===== src/rtl/alu_arbiter.sv =====
// Round-robin front end for a shared ALU: accepts one operation from either
// requester, pulses the ALU enable, waits ALU_LAT cycles and returns the result.
module alu_arbiter #(
  parameter int WIDTH   = 18,
  parameter int ALU_LAT = 1
) (
  input  logic             clk,
  input  logic             reset,
  input  logic             req0_valid,
  output logic             req0_ready,
  input  logic [1:0]       req0_op,
  input  logic [WIDTH-1:0] req0_a,
  input  logic [WIDTH-1:0] req0_b,
  input  logic             req1_valid,
  output logic             req1_ready,
  input  logic [1:0]       req1_op,
  input  logic [WIDTH-1:0] req1_a,
  input  logic [WIDTH-1:0] req1_b,
  output logic             rsp0_valid,
  output logic             rsp1_valid,
  output logic [WIDTH-1:0] rsp_data,
  output logic [WIDTH-1:0] alu_operand1,
  output logic [WIDTH-1:0] alu_operand2,
  output logic [1:0]       alu_select,
  output logic             alu_enable,
  input  logic [WIDTH-1:0] alu_result,
  output logic             busy,
  output logic             grant_id
);

  localparam int CW = $clog2(ALU_LAT + 1);

  typedef enum logic [1:0] {
    ST_IDLE,
    ST_ISSUE,
    ST_WAIT
  } state_t;

  state_t        state, state_next;
  logic [CW-1:0] cnt;
  logic          last_grant;
  logic          sel_valid;
  logic          sel;
  logic          wait_last;

  // Tie goes to the port that was not served last.
  always_comb begin
    sel_valid = req0_valid | req1_valid;
    if (req0_valid && req1_valid) sel = ~last_grant;
    else                          sel = req1_valid;
  end

  // Ready is gated by reset so it stays low while reset is held even though
  // the state register already reads IDLE.
  assign req0_ready = reset && (state == ST_IDLE) && sel_valid && !sel;
  assign req1_ready = reset && (state == ST_IDLE) && sel_valid &&  sel;
  assign alu_enable = (state == ST_ISSUE);
  assign busy       = (state != ST_IDLE);
  assign wait_last  = (cnt == CW'(1));

  always_ff @(posedge clk or negedge reset) begin
    if (!reset) state <= ST_IDLE;
    else        state <= state_next;
  end

  always_comb begin
    state_next = state;
    case (state)
      ST_IDLE:  if (sel_valid) state_next = ST_ISSUE;
      ST_ISSUE: state_next = ST_WAIT;
      ST_WAIT:  if (wait_last) state_next = ST_IDLE;
      default:  state_next = ST_IDLE;
    endcase
  end

  always_ff @(posedge clk or negedge reset) begin
    if (!reset) begin
      cnt          <= '0;
      last_grant   <= 1'b1;
      grant_id     <= 1'b0;
      alu_operand1 <= '0;
      alu_operand2 <= '0;
      alu_select   <= '0;
      rsp_data     <= '0;
      rsp0_valid   <= 1'b0;
      rsp1_valid   <= 1'b0;
    end else begin
      rsp0_valid <= 1'b0;
      rsp1_valid <= 1'b0;
      case (state)
        ST_IDLE: begin
          if (sel_valid) begin
            alu_operand1 <= sel ? req1_a  : req0_a;
            alu_operand2 <= sel ? req1_b  : req0_b;
            alu_select   <= sel ? req1_op : req0_op;
            grant_id     <= sel;
            last_grant   <= sel;
          end
        end
        ST_ISSUE: cnt <= CW'(ALU_LAT);
        ST_WAIT: begin
          cnt <= cnt - CW'(1);
          if (wait_last) begin
            rsp_data <= alu_result;
            if (grant_id) rsp1_valid <= 1'b1;
            else          rsp0_valid <= 1'b1;
          end
        end
        default: ;
      endcase
    end
  end

endmodule


===== config.mk =====
export PLATFORM = sky130hd
export DESIGN_NAME = alu_arbiter
export DESIGN_NICKNAME = d
export VERILOG_FILES = /design/src/rtl/alu_arbiter.sv
export SDC_FILE = /design/constraint.sdc
export NUM_CORES = 1
export LEC_CHECK = 0
export CAP_MARGIN = 20
export CORE_ASPECT_RATIO = 1.2
export CORE_MARGIN = 2
export CORE_UTILIZATION = 35
export DETAILED_ROUTE_END_ITERATION = 7
export HOLD_SLACK_MARGIN = 0.08
export MAX_ROUTING_LAYER = met4
export PLACE_DENSITY = 0.83
export SYNTH_ARGS = -nofsm -noshare
export SYNTH_HDL_FRONTEND = slang
export SYNTH_SLANG_ARGS = --single-unit
export TNS_END_PERCENT = 1

===== constraint.sdc =====
create_clock -name clk -period 1.46 [get_ports clk]
set_input_delay 0.146 -clock clk [delete_from_list [all_inputs] [get_ports clk]]
set_output_delay 0.146 -clock clk [all_outputs]
set_load 0.02 [all_outputs]

==> results.json, run 1 <==
{
  "outcome": "complete, but fails checks",
  "violations": "setup timing",
  "synth_seq_cells": 63,
  "cp-start-kind": "flop",
  "numCtsBuffers": 9,
  "setup_violations": 3,
  "cts_tree": "done",
  "rsz0062_at_grt": "true",
  "track_usage_pct": 19.7,
  "hold_viol": 0,
  "die_x_um": 85.5,
  "core_area_sq_um": 7710,
  "min_period_over_period_pct": 105,
  "clock-sinks": 63,
  "whs_ps": 224,
  "std_cell_rows": 35,
  "drv_slew": 0,
  "power.leakage_nw": 2.32,
  "postSynthCellCount": 276,
  "fin_cells": 549,
  "finClkSkew_ps": 13.5,
  "critPathSlowestCell": "dfrtp_1",
  "worst_slack_ps": -70.1,
  "ios": 161,
  "initial_core_util_pct": 36.2,
  "period_needed_ps": 1530,
  "antenna_left": 0,
  "syn2layout_area_growth_pct": 74.9,
  "netlist_area_sq_um": 2790,
  "placed_area_sq_um": 4590,
  "slowest_delay_ps": 390,
  "syn_nets": 377,
  "power.internal_w": 0.00591,
  "powerDensity_nw_per_um2": 2030,
  "cp_max_fo": 4,
  "total_power_w": 0.00991,
  "grt_pass1_vias": 2945,
  "port_buffers": 160,
  "seq_power_share_pct": 30.9,
  "htree_levels": 3,
  "worstSkewPairLatency_ps": 330,
  "die_y_um": 102,
  "cap_violations": 0,
  "vias_per_cell": 4.91,
  "clockBufferDepth": 2,
  "peakVddDrop_mv": 1.31,
  "synth_cell_types": 22,
  "post_drt_wl_per_cell_um": 15.4,
  "sw_frac_of_total_pct": 40.4,
  "required_ps": 1310,
  "gp_congestion": 0.811,
  "finalWirelength_um": 8440,
  "power.switching_w": 0.00400,
  "grt_pass1_wl_um": 13100,
  "root_buffer": "clkbuf_8",
  "hp-class": "input pin to async pin",
  "fin_area_sq_um": 4880,
  "route.detailed.drc": 0,
  "dpl.hpwl_um": 6010,
  "endpoint_kind": "primary output",
  "vias": 2696,
  "max_freq_mhz": 654,
  "post-route-util_pct": 63.4,
  "ys_warn_count": 0,
  "num-nets-final": 554,
  "power_frac_comb_pct": 56.2,
  "antenna_found_initial": 0,
  "slew_headroom_pct": 57.1,
  "clk_pin_slew_ps": 60,
  "grt_max_degree": 53,
  "synth-seq-area-share_pct": 56.5,
  "antennaDiodeCount": 0,
  "tightest_slew_ps": 644,
  "cp.arrival_ps": 1380,
  "final_layout_size_suffix_gt1_share_pct": 20.4,
  "pwr-share-clk_pct": 12.9,
  "path_cells": "inv_2 > ha_4 > o21a_1 > and3_4 > buf_6",
  "drt_iter0_markers": 93,
  "grt_overflow_total": 0,
  "die-area_sq_um": 8710,
  "syn_avg_cell_area_sq_um": 10.1,
  "criticalPathCategory": "flop to primary output",
  "drt_pass1_iterations": 4,
  "place_inst": 530
}
final cells by class:
cell class	instances	area [sq um]
multi-input combinational	192	1150
clock buffer	11	141
inverter	3	11.3
fill	636	2820
clock inverter	4	22.5
timing repair buffer	184	1860
tap	92	115
sequential	63	1580
Yosys cell counts (all sizes together):
library cell | number | area share (%)
a21oi | 78 | 16
nand2 | 40 | 5.4
ha | 3 | 1.3
mux2 | 20 | 8.1
inv | 3 | 0.40
buf | 17 | 3.7
a31oi | 1 | 0.22
a21boi | 1 | 0.40
nor2b | 1 | 0.22
clkbuf | 1 | 0.13
o21ai | 2 | 0.36
dfrtp | 62 | 56
a21bo | 1 | 0.36
and3 | 3 | 0.67
o21a | 1 | 0.27
dfstp | 1 | 0.94
o22ai | 1 | 0.22
nor2 | 40 | 5.4
worst paths after layout:
path,from,to,slack [ps],cells after the start
max in group asynchronous,reset,alu_operand1[1],360,3
min in group clk,req0_a[7],alu_operand1[7],350,3
worst max-delay path,state[0],req0_ready,-70,5
worst min-delay path,reset,state[0],220,2
worst max register to register,state[0],state[1],-40,6
worst min register to register,grant_id,rsp0_valid,490,1
what timing repair did:
item,CTS,global route
hold buffers,1,0
setup endpoints to repair,81,92
setup buffers,0,3
cloned,0,0
gates resized for setup,44,42
endpoints found under the hold margin,62,0
kinds of logic after synthesis:
group	after synthesis	share of synthesized area [%]
multiplexers	20	8.06
adder cells (fa/ha/maj)	3	1.34
buffers and inverters	21	4.21
AND/OR/NAND/NOR	84	11.6
AO/OA/AOI/OAI	85	18.2
flip-flops	63	56.5
cell usage in the layout, fill, tap and decap left out, drive strengths merged:
cell	count
clkdlybuf4s50	103
a21oi	78
dfrtp	62
nor2	40
nand2	40
dlymetal6s2s	32
buf	28
mux2	20
dlygate4sd2	20
clkbuf	11
inv	3
clkinv	3
and3	3
ha	3
o21ai	2
a21boi	1
a21bo	1
o21a	1
nor2b	1
o22ai	1
a31oi	1
clkinvlp	1
dlygate4sd3	1
dfstp	1
per-stage QoR:
step           worst slack, ps  setup TNS [ps]
6_report                 -70.1            -154
5_1_grt                   -136           -3130
4_1_cts                  -82.0            -870
3_5_place_dp              -412          -11810
3_3_place_gp              -377           -8670
2_1_floorplan             58.0               0
worst max-delay path, delay by kind of cell, from the launching register on:
| kind | cells | cell delay (ps) |
|---|---|---|
| AOI/OAI and AO/OA | 1 | 140 |
| adders and majority gates | 1 | 150 |
| buffers and inverters | 2 | 200 |
| DFF | 1 | 390 |
| and+or+nand+nor | 1 | 190 |
sequential cells by signal, indices dropped and copies added, names as in the netlist:
| signal | count |
|---|---|
| alu_operand1 | 18 |
| state | 2 |
| rsp_data | 18 |
| rsp0_valid | 1 |
| alu_operand2 | 18 |
| alu_select | 2 |
| rsp1_valid | 1 |
| cnt | 1 |
| grant_id | 1 |
| last_grant | 1 |
power groups by stage:
| stage | clock network, W | registers, W | logic [W] |
|---|---|---|---|
| 4_1_cts | 0.00134 | 0.00309 | 0.00560 |
| 5_1_grt | 0.00140 | 0.00317 | 0.00599 |
| 3_5_place_dp | 0 | 0.00312 | 0.00575 |
| 2_1_floorplan | 0 | 0.00410 | 0.00198 |
| 3_3_place_gp | 0 | 0.00306 | 0.00562 |
| 6_report | 0.00128 | 0.00306 | 0.00557 |
metal layers:
| layer | wire length (um) | up-vias | part of all wire [%] | track usage (%) |
|---|---|---|---|---|
| li1 | - | 1283 | - | - |
| met1 | 3300 | 1292 | 39 | 21.5 |
| met2 | 4400 | 109 | 52 | 34.8 |
| met3 | 599 | 12 | 7.1 | 5.01 |
| met4 | 140 | 0 | 1.7 | 7.08 |
| met5 | 0 | - | 0 | - |
Power figures use the tool's default switching activity.
==> inputs of run 2 (changes only) <==
--- a/config.mk
+++ b/config.mk
@@ -12,5 +12,4 @@
 export DETAILED_ROUTE_END_ITERATION = 7
 export HOLD_SLACK_MARGIN = 0.08
-export MAX_ROUTING_LAYER = met4
 export PLACE_DENSITY = 0.83
 export SYNTH_ARGS = -nofsm -noshare
==> constraint.sdc (replaced) <==
create_clock -name clk -period 1.46 [get_ports clk]
set_input_delay 0.292 -clock clk [delete_from_list [all_inputs] [get_ports clk]]
set_output_delay 0.292 -clock clk [all_outputs]
set_load 0.02 [all_outputs]
==> results.json, run 2 (same netlist as run 1, synthesis figures left out) <==
{
  "required_ps": 1170,
  "post_drt_wl_per_cell_um": 15.4,
  "core_area_sq_um": 7710,
  "drt_iter0_markers": 72,
  "cap_violations": 0,
  "fin_cells": 544,
  "antenna_left": 0,
  "numCtsBuffers": 9,
  "grt_pass1_wl_um": 13500,
  "track_usage_pct": 19.7,
  "ios": 161,
  "cp-start-kind": "flop",
  "outcome": "complete, but fails checks",
  "criticalPathCategory": "flop to primary output",
  "worstSkewPairLatency_ps": 320,
  "endpoint_kind": "primary output",
  "clockBufferDepth": 2,
  "final_cell_mix": "clkdlybuf4s50_1, dfrtp_1, dlygate4sd2_1",
  "gp_congestion": 0.722,
  "std_cell_rows": 35,
  "path_cells": "inv_2 > ha_4 > o21a_1 > and3_4 > buf_6",
  "vias": 2667,
  "drv_slew": 0,
  "initial_core_util_pct": 36.2,
  "max_freq_mhz": 601,
  "port_buffers": 160,
  "power.leakage_nw": 2.09,
  "place_inst": 529,
  "die_x_um": 85.5,
  "slew_headroom_pct": 46.0,
  "grt_pass1_vias": 2925,
  "root_buffer": "clkbuf_8",
  "drt_pass1_iterations": 4,
  "die-area_sq_um": 8710,
  "hold_viol": 0,
  "post-route-util_pct": 61.9,
  "grt_overflow_total": 0,
  "clk_pin_slew_ps": 60,
  "route.detailed.drc": 0,
  "reg_top3": "alu_operand1 x18, alu_operand2 x18, rsp_data x18",
  "period_needed_ps": 1660,
  "vias_per_cell": 4.90,
  "final_layout_size_suffix_gt1_share_pct": 19.9,
  "slowest_delay_ps": 380,
  "min_period_over_period_pct": 114,
  "cts_tree": "done",
  "die_y_um": 102,
  "dpl.hpwl_um": 5940,
  "critPathSlowestCell": "dfrtp_1",
  "clock-sinks": 63,
  "final_common_cell": "clkdlybuf4s50_1",
  "worst_slack_ps": -204,
  "grt_max_degree": 64,
  "syn2layout_area_growth_pct": 70.8,
  "finClkSkew_ps": 7.18,
  "ctsHoldBuffers": 0,
  "cp.arrival_ps": 1370,
  "rsz0062_at_grt": "true",
  "finalWirelength_um": 8380,
  "setup_violations": 5,
  "hp-class": "input pin to async pin",
  "peakVddDrop_mv": 1.14,
  "total_power_w": 0.00968,
  "cp_max_fo": 4,
  "antenna_found_initial": 0,
  "violations": "setup timing",
  "num-nets-final": 550,
  "tightest_slew_ps": 810,
  "htree_levels": 3,
  "powerDensity_nw_per_um2": 2030,
  "antennaDiodeCount": 0
}
[run 2: cell count changes in the layout (fill, tap and decap cells not counted), sizes merged]
cell           change
dlygate4sd3        -1
buf                -3
clkbuf             +2
dlymetal6s2s      -32
dlygate4sd2       +39
clkdlybuf4s50      -7
clkinv             -2
clkinvlp           -1
[run 2: final timing paths]
| check | startpoint | end | slack, ps | cells past startpoint |
|---|---|---|---|---|
| setup / recovery | state[0] | req0_ready | -200 | 5 |
| max in group asynchronous | reset | state[0] | 750 | 2 |
| hold / removal | reset | alu_operand2[9] | 180 | 2 |
| hold reg to reg | rsp_data[14] | rsp_data[14] | 500 | 1 |
| setup reg to reg | state[0] | state[1] | -20 | 6 |
| min in group clk | rsp_data[14] | rsp_data[14] | 500 | 1 |
[run 2: area by class of cell]
cell class                 count  area [sq um]
sequential                    63          1580
tap                           92           115
multi-input combinational    192          1180
timing repair buffer         180          1720
fill                         687          2940
clock buffer                  13           159
clock inverter                 1          5.00
inverter                       3          11.3
[run 2: worst max-delay path, delay by kind of cell, from the launching register on]
family	cells	cell delay, ps
AOI/OAI and AO/OA	1	140
buffers and inverters	2	200
and+or+nand+nor	1	180
DFF	1	380
adders and majority gates	1	150
[run 2: metal layers]
| metal | up-vias | part of all wire (%) | global-route usage [%] |
|---|---|---|---|
| met5 | - | 0 | 0 |
| met3 | 15 | 8.2 | 7.59 |
| met1 | 1271 | 38 | 21.6 |
| met4 | 0 | 1.9 | 7.20 |
| li1 | 1271 | - | - |
| met2 | 110 | 52 | 34.7 |
[run 2: stage by stage]
stage | hold slack [ps] | setup TNS (ps) | setup slack, ps | area (sq um)
2_1_floorplan | -3.59 | 0 | 24.5 | 2810
3_3_place_gp | 486 | -15320 | -660 | 4590
3_5_place_dp | 494 | -17630 | -688 | 4590
4_1_cts | 208 | -578 | -217 | 4720
5_1_grt | 245 | -851 | -284 | 4770
6_report | 183 | -468 | -204 | 4770
[run 2: repair_timing]
action | in CTS | in global routing
endpoints found under the setup margin | 117 | 61
setup buffers | 0 | 1
gates resized for setup | 95 | 10
pin swaps | 2 | 0
[run 2: power breakdown]
group	total, W	internal, W	leakage [nW]	switching [W]
Combinational	0.00534	0.00239	1.29	0.00295
Sequential	0.00306	0.00263	0.720	0.000423
Clock	0.00128	0.000688	0.0854	0.000591
==> inputs of run 3 (changes only) <==
- ABC_CLOCK_PERIOD_IN_PS: not set -> 1460
- CORE_MARGIN: 2 -> 1.5
==> results.json, run 3 (same netlist as run 1, synthesis figures left out) <==
{
  "required_ps": 1170,
  "vias_per_cell": 4.84,
  "drt_iter0_markers": 66,
  "ios": 161,
  "hold_viol": 0,
  "max_freq_mhz": 601,
  "track_usage_pct": 19.1,
  "finalWirelength_um": 8160,
  "port_buffers": 160,
  "drt_pass1_iterations": 4,
  "cap_violations": 0,
  "antennaDiodeCount": 0,
  "syn2layout_area_growth_pct": 73.5,
  "num-nets-final": 555,
  "core_area_sq_um": 7710,
  "tightest_slew_ps": 696,
  "power.leakage_nw": 2.14,
  "worst_slack_ps": -203,
  "cts_tree": "done",
  "regArea_sq_um": 1580,
  "htree_levels": 3,
  "reg_top3": "alu_operand1 x18, alu_operand2 x18, rsp_data x18",
  "clock-sinks": 63,
  "final_common_cell": "clkdlybuf4s50_1",
  "grt_pass1_vias": 2717,
  "cp.arrival_ps": 1370,
  "criticalPathCategory": "input pin to primary output",
  "grt_overflow_total": 0,
  "dpl.hpwl_um": 5710,
  "endpoint_kind": "primary output",
  "min_period_over_period_pct": 114,
  "final_cell_mix": "clkdlybuf4s50_1, dfrtp_1, a21oi_1, dlygate4sd2_1, nor2_1",
  "whs_ps": 156,
  "grt_pass1_wl_um": 12900,
  "powerDensity_nw_per_um2": 2060,
  "cp-start-kind": "input pin",
  "setup_violations": 4,
  "clockBufferDepth": 2,
  "clk_pin_slew_ps": 70,
  "drv_slew": 0,
  "rsz0062_at_grt": "true",
  "antenna_left": 0,
  "post_drt_wl_per_cell_um": 14.8,
  "peakVddDrop_mv": 1.07,
  "final_layout_size_suffix_gt1_share_pct": 20.7,
  "cp_max_fo": 4,
  "initial_core_util_pct": 36.2,
  "num-fill-cells": 651,
  "numCtsBuffers": 9,
  "worstSkewPairLatency_ps": 330,
  "multi_input_area_sq_um": 1180,
  "die_y_um": 101,
  "route.detailed.drc": 0,
  "die_x_um": 84.5,
  "outcome": "complete, but fails checks",
  "antenna_found_initial": 0,
  "std_cell_rows": 35,
  "period_needed_ps": 1660,
  "grt_max_degree": 57,
  "hp-class": "input pin to async pin",
  "finClkSkew_ps": 8.62,
  "violations": "setup timing",
  "root_buffer": "clkbuf_8",
  "total_power_w": 0.00996,
  "post-route-util_pct": 62.9,
  "tns_ps": -526,
  "gp_congestion": 0.746,
  "slew_headroom_pct": 53.6,
  "die-area_sq_um": 8530,
  "vias": 2666
}
-- run 3: worst paths after layout --
check / startpoint / endpoint / slack, ps / depth (start not counted)
min in group clk: rsp_data[9] / rsp_data[9] / 500 / 1
min: reset / alu_operand1[6] / 160 / 2
max: req1_valid / req1_ready / -200 / 4
min reg2reg: rsp_data[9] / rsp_data[9] / 500 / 1
max in group asynchronous: reset / last_grant / 780 / 3
max reg2reg: state[0] / state[1] / 0 / 6
-- run 3: per-stage QoR --
step | instance area [sq um] | instances | setup WS, ps
5_1_grt | 4850 | 551 | -252
3_5_place_dp | 4610 | 530 | -689
3_3_place_gp | 4610 | 530 | -661
6_report | 4850 | 551 | -203
2_1_floorplan | 2810 | 276 | 24.5
4_1_cts | 4810 | 550 | -215
-- run 3: final cells by class --
class	instances	area share (%)
clock buffers	12	3.00
inverters	3	0.284
repair buffers	185	36.5
multi-input cells	192	24.4
flip-flops and latches	63	32.6
clock inverters	4	0.930
well taps	92	2.38
-- run 3: where the power goes --
| part | switching [W] | total (W) | internal [W] | leakage, nW |
|---|---|---|---|---|
| Combinational | 0.00296 | 0.00544 | 0.00248 | 1.32 |
| Sequential | 0.000415 | 0.00305 | 0.00263 | 0.720 |
| Clock | 0.000643 | 0.00147 | 0.000828 | 0.100 |
| Total | 0.00402 | 0.00996 | 0.00594 | 2.14 |
-- run 3: what timing repair did --
item                                    CTS  global route
setup buffers                             3             1
endpoints found under the hold margin     6             0
gates cloned                              0             0
hold buffers                              1             0
pin swaps                                 3             2
gates resized for setup                  97             7
endpoints found under the setup margin  115            63
-- run 3: critical path, cell delays in order --
cell and delay (ps):
clkdlybuf4s50_1 530, a21boi_4 230, and3_4 200, buf_6 120
-- run 3: layer usage --
metal  up-vias  track usage, %  share of wire (%)
met4         0            7.82                1.8
met1      1263            23.0                 41
met2       104            32.0                 50
met3        14            5.65                7.1
met5         -               0                  0
li1       1285               -                  -
